## config.mk

```make
export PLATFORM = sky130hd
export DESIGN_NAME = cgra_config_loader
export DESIGN_NICKNAME = d
export VERILOG_FILES = /design/src/rtl/cgra_config_loader.sv
export SDC_FILE = /design/constraint.sdc
export NUM_CORES = 1
export LEC_CHECK = 0
export CAP_MARGIN = 5
export CORE_AREA = 5 5 140 142
export CTS_CLUSTER_SIZE = 30
export DETAILED_ROUTE_END_ITERATION = 7
export DIE_AREA = 0 0 145 147
export GPL_TIMING_DRIVEN = 0
export PLACE_DENSITY = 0.78
export SLEW_MARGIN = 15
export SYNTH_ARGS = -nofsm -noshare
export SYNTH_HDL_FRONTEND = slang
export SYNTH_SLANG_ARGS = --single-unit
export TNS_END_PERCENT = 5
```

## constraint.sdc

```tcl
create_clock -name clk -period 2.4 [get_ports clk]
set_input_delay 0.36 -clock clk [delete_from_list [all_inputs] [get_ports clk]]
set_output_delay 0.36 -clock clk [all_outputs]
set_load 0.005 [all_outputs]
```

## src/rtl/cgra_config_loader.sv

```systemverilog
// cgra_config_loader: assembles configuration words into the CGRA bitstream, commits it and sequences execute
module cgra_config_loader #(
  parameter int DATA_WIDTH      = 32,
  parameter int BITSTREAM_WIDTH = 160
) (
  input  logic                       clk,
  input  logic                       rst,
  input  logic                       load_i,
  input  logic [DATA_WIDTH-1:0]      cfg_word_i,
  input  logic                       cfg_word_valid_i,
  output logic                       cfg_word_ready_o,
  input  logic                       exec_start_i,
  input  logic                       exec_stop_i,
  output logic [BITSTREAM_WIDTH-1:0] config_bitstream_o,
  output logic                       bitstream_enable_o,
  output logic                       execute_o,
  output logic                       configured_o,
  output logic                       done_o
);
  localparam int NUM_WORDS = (BITSTREAM_WIDTH + DATA_WIDTH - 1) / DATA_WIDTH;
  localparam int PAD_W     = NUM_WORDS * DATA_WIDTH;
  localparam int CNT_W     = NUM_WORDS > 1 ? $clog2(NUM_WORDS) : 1;
  localparam int OFF_W     = PAD_W > 1 ? $clog2(PAD_W) : 1;
  typedef enum logic [2:0] {S_IDLE, S_LOAD, S_COMMIT, S_ARMED, S_RUN} state_t;
  state_t                     r_state, w_next_state;
  logic [CNT_W-1:0]           r_cnt;
  logic [BITSTREAM_WIDTH-1:0] r_bits;
  logic                       r_configured, r_done;
  logic                       w_xfer, w_last, w_load_start;
  logic [OFF_W-1:0]           w_off;
  logic [PAD_W-1:0]           w_pad;
  assign w_xfer       = r_state == S_LOAD && cfg_word_valid_i;
  assign w_last       = r_cnt == CNT_W'(NUM_WORDS - 1);
  assign w_load_start = (r_state == S_IDLE || r_state == S_ARMED) && load_i;
  assign w_off        = OFF_W'(r_cnt) * OFF_W'(DATA_WIDTH);
  // Merge the incoming word into a word-aligned copy of the bitstream; the overhang of a partial last word is truncated on store
  always_comb begin
    w_pad = PAD_W'(r_bits);
    w_pad[w_off +: DATA_WIDTH] = cfg_word_i;
  end
  // State register
  always_ff @(posedge clk) begin
    if (rst) r_state <= S_IDLE;
    else     r_state <= w_next_state;
  end
  // Next-state logic; load_i wins over exec_start_i in ARMED
  always_comb begin
    w_next_state = r_state;
    case (r_state)
      S_IDLE:   w_next_state = load_i ? S_LOAD : S_IDLE;
      S_LOAD:   w_next_state = (w_xfer && w_last) ? S_COMMIT : S_LOAD;
      S_COMMIT: w_next_state = S_ARMED;
      S_ARMED:  w_next_state = load_i ? S_LOAD : (exec_start_i ? S_RUN : S_ARMED);
      S_RUN:    w_next_state = exec_stop_i ? S_ARMED : S_RUN;
      default:  w_next_state = S_IDLE;
    endcase
  end
  // Word counter, bitstream storage, configured flag and the done pulse
  always_ff @(posedge clk) begin
    if (rst) begin
      r_cnt        <= '0;
      r_bits       <= '0;
      r_configured <= 1'b0;
      r_done       <= 1'b0;
    end else begin
      r_done <= r_state == S_RUN && exec_stop_i;
      if (w_load_start) begin
        r_cnt        <= '0;
        r_configured <= 1'b0;
      end else if (w_xfer) begin
        r_cnt  <= w_last ? '0 : r_cnt + 1'b1;
        r_bits <= w_pad[BITSTREAM_WIDTH-1:0];
      end
      if (r_state == S_COMMIT) r_configured <= 1'b1;
    end
  end
  // Outputs decoded from state, so enable and execute can never overlap
  always_comb begin
    cfg_word_ready_o   = r_state == S_LOAD;
    bitstream_enable_o = r_state == S_COMMIT;
    execute_o          = r_state == S_RUN;
    configured_o       = r_configured;
    done_o             = r_done;
    config_bitstream_o = r_bits;
  end
endmodule
```

---- Yosys cells after proc, flatten, opt, wreduce, memory -nomap -nowiden ----
Index checks and enable logic that the tools add are counted.
word-level totals
  bits in registers ....................... 168
  input port bits ......................... 38
  output and inout port bits .............. 165
  word-level logic and storage cells ...... 34
operators by class
  $add $sub $neg .......................... 2
  equal/unequal tests ..................... 5
  shifts and indexed selects .............. 2
  multiplexer cells ....................... 10
  bitwise operators ....................... 1
  reduce and logical (&&, ||, !) cells .... 9
operators by type and width
  cell                         number
  $bwmux W160                  1
  $shift A32 B10 Y160 const A  1
  $shiftx A32 B10 Y160         1
  $pmux W3 S5                  1
  $mux W3                      4
  $neg A8 Y10                  1
  $eq A3 B2 Y1 const B         2
  $eq A3 B3 Y1 const B         2
  $logic_and A1 B1 Y1          4
  $add A3 B1 Y3 const B        1
  $eq A3 B1 Y1 const B         1
  $logic_not A3 Y1             1
  $mux W1                      3
  $mux W2                      1
  $reduce_and A2 Y1            1
  $reduce_bool A2 Y1           1
  $reduce_or A2 Y1             1
  $logic_or A1 B1 Y1           1
  $not A1 Y1                   1

---- Logic depth before layout (Yosys ltp) ----
Gate-level depths: netlist of the first run.
  word-level depth ........................ 5
  gate-level depth with buffers ........... 10
  mapped depth without buffers ............ 7

---- Least setup slack after synthesis of the first run ----
OpenSTA, ideal clock, no wires.
  path type ............................... register to register
  start point ............................. reg r_cnt[0]
  end point ............................... reg r_bits[130] (netlist: config_bitstream_o[130])
  library setup time ...................... 0.120 ns
  arrival time ............................ 2.075 ns
  required time ........................... 2.280 ns
  slack ................................... 0.206 ns
  cell stages (with the launch flop) ...... 10
  buffers on the path ..................... 3
  clock period less this slack ............ 2.194 ns
  cells stage by stage .................... dfxtp_1 inv_1 ha_1 ha_1 clkbuf_1 nand2_1 or3_1 buf_2 buf_6 mux2i_1
between the ends
  longest elaborated chain between the ends .. 3
  elaborated cells on any way between the ends .. 4
  classes of those cells .................. add/sub: 1; shift: 2; mux: 1
RTL lines
  what                                                                RTL line  text
  start: declaration                                                  26        logic [CNT_W-1:0] r_cnt;
  start signal: assignment                                            71        r_cnt <= w_last ? '0 : r_cnt + 1'b1;
  $neg A8 Y10 (*)                                                     39        w_pad[w_off +: DATA_WIDTH] = cfg_word_i;
  $shiftx A32 B10 Y160 / $shift A32 B10 Y160 (equally long branches)  39
  $bwmux W160 (*)                                                     39
  end signal: assignment                                              72        r_bits <= w_pad[BITSTREAM_WIDTH-1:0];
  end: declaration                                                    27        logic [BITSTREAM_WIDTH-1:0] r_bits;
Every way passes the cells marked *; elsewhere a longest branch is shown, timed or not.
A chain may end at the register's enable or synchronous reset.

---- Final worst setup path of the first run ----
  start point ............................. reg r_cnt[0]
  end point ............................... reg r_bits[147] (netlist: config_bitstream_o[147])
Same word-level chain as after synthesis.

==> results of run 1 <==
==> per-stage QoR <==
stage	util, %	TNS, ns
after floorplan	-	0
after global placement	49.4	-33.35
after detailed placement	49.4	-39.16
after CTS	53.3	0
after global routing	53.4	0
final	53.4	0
==> sequential cells by signal (all words and copies together), names as in the netlist <==
name and cells:
r_state 3, configured_o 1, r_cnt 3, config_bitstream_o 160, done_o 1
==> metal layers <==
layer / share of wire [%] / routed length, um / global-route usage (%) / up-vias
met3: 7.5 / 1710 / 6.57 / 41
met5: 0 / 0 / 0 / -
met1: 42 / 9580 / 25.1 / 3036
met4: 2.5 / 561 / 7.34 / 0
li1: - / - / - / 3116
met2: 48 / 10800 / 33.9 / 235
==> cells in the mapped netlist, types with 2 or more instances <==
cell      number  share of area (%)
nor3_1         2               0.15
a32oi_1        2               0.26
or3_1          2               0.19
buf_2         10               0.74
dfxtp_1      168                 50
nor2_1         9               0.50
buf_6          7                1.2
o21ai_0        3               0.22
nand3_1       65                4.8
a31o_1        32                4.1
nor3b_1       34                3.8
mux2i_1       32                4.7
nor2b_1       33                3.1
and4_1         4               0.52
a21oi_1      100                7.4
buf_4         10                1.1
clkbuf_1      44                2.4
inv_1          7               0.39
ha_1           8                1.5
nand2_1      202                 11
nand4_1        4               0.37
==> worst max path at each step <==
| stage | end | depth (start not counted) | slack [ns] |
|---|---|---|---|
| after floorplan | config_bitstream_o[130] | 9 | 0.21 |
| after global placement | config_bitstream_o[118] | 9 | -0.43 |
| after detailed placement | config_bitstream_o[116] | 9 | -0.44 |
| after CTS | config_bitstream_o[147] | 8 | 0.08 |
| after global routing | config_bitstream_o[147] | 8 | 0.003 |
| final | config_bitstream_o[147] | 8 | 0.11 |
==> power by group <==
group / internal [mW] / switching, mW
logic: 0.151 / 0.207
registers: 2.81 / 0.0139
clock network: 1.96 / 1.14
==> layout make-up <==
| type | instances | area [sq um] |
|---|---|---|
| Sequential cell | 168 | 3370 |
| Tap cell | 234 | 293 |
| Clock inverter | 10 | 190 |
| Inverter | 7 | 26.3 |
| Multi-Input combinational cell | 544 | 3010 |
| Timing Repair Buffer | 204 | 2030 |
| Buffer | 70 | 379 |
| Clock buffer | 21 | 480 |
| Fill cell | 1670 | 8550 |
==> cell families after synthesis <==
logic type      share of synthesized area, %
buf+inv                                 5.91
flops                                   49.8
compound gates                          12.7
simple gates                            25.3
fa+ha+maj                               1.48
mux                                     4.74
==> worst register-to-register path: cells and delay by family, from the launching register on <==
kind                     cells  cell delay (ns)
buffers and inverters        3             0.49
adder cells (fa/ha/maj)      2             0.68
flip-flops                   1             0.42
AND/OR/NAND/NOR              2             0.41
multiplexers                 1             0.20
==> timing repair <==
action | 4_1_cts | 5_1_grt
endpoints found under the setup margin | 152 | 127
hold buffers | 0 | 0
gates resized for setup | 14 | 7
pin swaps | 2 | 0
setup buffers | 3 | 0
==> layout by cell type, fill, tap and decap left out, drive strengths merged, types with 2 or more instances in the layout <==
master,count
nand2,202
clkdlybuf4s50,201
dfxtp,168
a21oi,100
nand3,65
clkbuf,63
nor3b,34
nor2b,33
a31o,33
mux2i,32
buf,31
nor2,9
inv,8
ha,8
bufinv,5
nand4,4
and4,4
o21ai,4
clkinvlp,3
or3,2
a32oi,2
nor3,2
==> impl_metrics.py, run 1 <==
metrics = {
    "placement": {
        "placedCellCount": 1226,
        "numPortBuffers": 201,
        "placedInstanceArea_sq_um": 9060,
        "gp_congestion": 0.822,
        "pre_cts_ws_ns": -0.442,
        "dpl.hpwl_um": 16700,
    },
    "global_route": {
        "grt_start_max_net_pins": 17,
        "antenna_found_initial": 0,
        "grt_pass1_vias": 6271,
        "grt_usage_pct": 20.5,
        "grt_pass1_wl_um": 35000,
        "overflow": 0,
    },
    "finish": {
        "nets": 1058,
        "synthToLayoutAreaGrowth_pct": 44.8,
        "drive_gt1_share_pct": 7.91,
        "final_cells": 1258,
        "final_cell_area_sq_um": 9780,
        "diodes": 0,
    },
    "critical_path": {
        "rrSetupSlack_ns": 0.11,
        "startpoint": "r_cnt[0]",
        "end_kind": "flop",
        "worst-path-max-fanout": 10,
        "crit_type": "reg -> reg",
        "critical_path.startpoint_type": "flop",
        "crit_path_cell_trace": "inv_1 > ha_1 > ha_2 > nand2_1 > or3_1 > buf_2 > buf_6 > mux2i_1",
        "r2r-end": "config_bitstream_o[147]",
        "crit_buf_inv": 3,
        "crit_family": "adder cells",
        "reg2reg_depth": 8,
        "worstReg2RegStart": "r_cnt[0]",
        "crit_path_max_incr_delay_ns": 0.43,
        "cp_slowest_cell": "ha_2",
        "critical_path_required_ns": 2.74,
        "cp.arrival_ns": 2.63,
    },
    "power": {
        "peakVddDrop_v": 0.000471,
        "powerDensity_nw_per_um2": 642,
        "power.total_mw": 6.28,
        "leakage_nw": 3.51,
    },
    "routing": {
        "drc": 0,
        "wire_per_inst_um": 18.0,
        "postRouteAntennaNets": 0,
        "vias_per_cell": 5.11,
        "drtIter0Drc": 426,
        "first_pass_iters": 5,
        "vias": 6428,
        "finalWirelength_um": 22700,
    },
    "worst_hold_path": {
        "worstHoldPathCells": 2,
        "hp-class": "reg -> reg",
        "hp-start": "configured_o",
        "whs_endpoint": "configured_o",
    },
    "synth": {
        "netlist_area_sq_um": 6750,
        "yosys_most_used_dff": "dfxtp_1",
        "seq_area_frac_synth_pct": 49.8,
        "syn_inst": 791,
        "synth-edff-count": 0,
        "synthArstFlopShare_pct": 0,
        "avgSynthCellArea_sq_um": 8.54,
        "syn-num-nets": 837,
        "synth_seq_cells": 168,
        "yosys_warnings": 0,
        "synth.distinct_cells": 34,
    },
    "clocking": {
        "clock_latency_ns": 0.43,
        "cts_sinks": 168,
        "cts_max_path_buffers": 2,
        "cts_tree": "done",
        "cts_inserted_buffers": 17,
        "cts-htree-levels": 4,
        "cts_root_buf": "clkbuf_16",
        "clk_pin_slew_worst_paths_ns": 0.06,
    },
    "status": {
        "status": "finished clean",
    },
    "floorplan": {
        "core_area_sq_um": 18300,
        "die_h_um": 147,
        "die_w_um": 145,
        "initial_core_util_pct": 36.8,
        "io_pins": 203,
        "die_area_sq_um": 21300,
        "rows": 50,
    },
    "sta": {
        "holdWs_ns": 0.446,
        "worst_slack_ns": 0.113,
        "final-setup-viol-count": 0,
        "layout_min_cycle_time_ns": 2.29,
        "slew_headroom_pct": 55.3,
        "worst_slew_pin_slew_ns": 0.670,
        "rsz0062_at_grt": "no",
        "fin_crit_sh_pct": 95.3,
        "max_freq_mhz": 437,
        "hold_viol": 0,
        "maxSlewViolCount": 0,
        "clock_skew_ns": 0.00733,
    },
    "job": {
        "max_cap_violations": 0,
    },
}
Power figures use the tool's default switching activity.
==> inputs of run 2 (changes only) <==
- CELL_PAD_IN_SITES_DETAIL_PLACEMENT: default -> 1
- CELL_PAD_IN_SITES_GLOBAL_PLACEMENT: default -> 2
- CORE_AREA: 5 5 140 142 -> 5 5 189 145
- CTS_BUF_LIST: default -> sky130_fd_sc_hd__clkbuf_4 sky130_fd_sc_hd__clkbuf_8 sky130_fd_sc_hd__clkbuf_16
- DIE_AREA: 0 0 145 147 -> 0 0 194 150
- PLACE_DENSITY: 0.78 -> 0.91
==> run 2 against run 1 <==
  * Sequential cell count stayed put
  * Core utilization shrank 14 points
  * Global-route usage fell by 2.0 points
  * Largest power group unchanged
  * Highest routed layer unchanged
==> impl_metrics.py, run 2 (synthesized netlist as in run 1, its figures left out) <==
metrics = {
    "routing": {
        "first_pass_iters": 4,
        "finalWirelength_um": 27100,
        "vias_per_cell": 4.68,
        "vias": 6411,
        "drtIter0Drc": 234,
        "postRouteAntennaNets": 0,
        "drc": 0,
        "wire_per_inst_um": 19.8,
    },
    "clocking": {
        "cts_max_path_buffers": 2,
        "cts_inserted_buffers": 17,
        "clk_pin_slew_worst_paths_ns": 0.07,
        "clock_latency_ns": 0.44,
        "cts_tree": "done",
        "cts-htree-levels": 4,
        "cts_sinks": 168,
        "cts_root_buf": "clkbuf_16",
        "cts_hold_buffers": 0,
    },
    "power": {
        "p_clk_share_pct": 49.2,
        "powerDensity_nw_per_um2": 635,
        "seqPwrFrac_pct": 44.9,
        "peakVddDrop_v": 0.000462,
        "power.total_mw": 6.29,
        "leakage_nw": 3.53,
        "combPwrFrac_pct": 5.9,
        "switching_power_mw": 1.43,
        "p_sw_share_pct": 22.7,
        "p_int_mw": 4.86,
    },
    "global_route": {
        "antenna_found_initial": 0,
        "grt_start_max_net_pins": 17,
        "grt_usage_pct": 18.4,
        "overflow": 0,
        "grt_pass1_wl_um": 41500,
        "grt_pass1_vias": 6855,
    },
    "finish": {
        "final_cell_mix": "nand2_1 (202), clkdlybuf4s50_1 (201), dfxtp_1 (166), a21oi_1 (100), nand3_1 (65)",
        "drive_gt1_share_pct": 8.20,
        "synthToLayoutAreaGrowth_pct": 46.8,
        "layout_commonest_cell": "nand2_1",
        "fill_cells": 2972,
        "largest_register_ffs": 160,
        "diodes": 0,
        "nets": 1059,
    },
    "placement": {
        "numPortBuffers": 201,
        "dpl.hpwl_um": 20200,
        "gp_congestion": 0.798,
    },
    "critical_path": {
        "critical_path.startpoint_type": "flop",
        "worstReg2RegStart": "r_cnt[0]",
        "end_kind": "output port",
        "cp.arrival_ns": 1.95,
        "startpoint": "r_state[1]",
        "worst-path-max-fanout": 10,
        "critical_path_required_ns": 2.04,
        "crit_type": "reg -> out",
    },
    "worst_hold_path": {
        "hp-class": "reg -> reg",
        "hp-start": "configured_o",
    },
    "floorplan": {
        "rows": 51,
        "die_area_sq_um": 29100,
        "io_pins": 203,
        "initial_core_util_pct": 26.5,
        "core_area_sq_um": 25500,
        "die_w_um": 194,
        "die_h_um": 150,
    },
    "job": {
        "max_cap_violations": 0,
    },
    "sta": {
        "layout_min_cycle_time_ns": 2.31,
        "final-setup-viol-count": 0,
        "hold_viol": 0,
        "clock_skew_ns": 0.0138,
        "max_freq_mhz": 433,
        "slew_headroom_pct": 52.5,
        "worst_slew_pin_slew_ns": 0.713,
        "fin_crit_sh_pct": 96.3,
        "maxSlewViolCount": 0,
        "holdWs_ns": 0.453,
        "finalSetupTns_ns": 0,
        "rsz0062_at_grt": "no",
    },
    "status": {
        "status": "finished clean",
    },
}
run 2: cell count changes in the layout (fill, tap and decap cells not counted), sizes merged:
cell and delta:
clkinvlp -2, clkbuf -3, inv +1, clkinv +2, buf +3
run 2: metrics by stage:
| step | cell area [sq um] | worst slack (ns) | instances | util, % |
|---|---|---|---|---|
| after global placement | 9200 | -0.573 | 1336 | 36.1 |
| after CTS | 9900 | 0.0450 | 1368 | 38.9 |
| after global routing | 9920 | 0.00329 | 1369 | 39.0 |
| after detailed placement | 9200 | -0.612 | 1336 | 36.1 |
| after floorplan | 6750 | 0.206 | 791 | - |
| final | 9920 | 0.0896 | 1369 | 39.0 |
run 2: power by group through the flow:
stage	registers (mW)	logic, mW	clock network [mW]
CTS	2.83	0.376	3.16
floorplan	2.89	0.151	0
finish	2.83	0.373	3.10
global route	2.83	0.404	3.29
detailed placement	2.89	0.371	0
global placement	2.89	0.366	0
run 2: timing repair:
item / 4_1_cts / 5_1_grt
resized for setup: 21 / 7
pin swaps: 3 / 1
setup buffers: 3 / 1
endpoints found under the setup margin: 154 / 148
run 2: critical path, cell delays in order, from the launching register on:
cell and delay, ns:
dfxtp_1 0.30, buf_2 0.16, or2_1 0.31, nor2_1 0.21
clkdlybuf4s50_1 0.54
run 2: worst paths after layout:
kind | to | slack, ns | cells past startpoint
worst min register to register | configured_o | 0.45 | 2
worst min-delay path | configured_o | 0.45 | 2
worst max-delay path | execute_o | 0.09 | 4
worst max register to register | config_bitstream_o[145] | 0.15 | 8
run 2: area by class of cell:
type / count / area [sq um] / area share [%]
timing repair buffer: 205 / 2040 / 20.6
multi-input combinational: 544 / 3020 / 30.4
sequential: 168 / 3370 / 33.9
clock buffer: 20 / 454 / 4.58
clock inverter: 11 / 194 / 1.96
buffer: 70 / 388 / 3.91
tap: 344 / 430 / 4.34
inverter: 7 / 26.3 / 0.265
run 2: per-layer routing:
metal,up-vias,wire [um],global-route usage (%)
li1,3131,-,-
met1,3128,12700,23.9
met2,143,12400,29.9
met3,9,1850,6.75
met4,0,122,3.48
met5,-,0,0
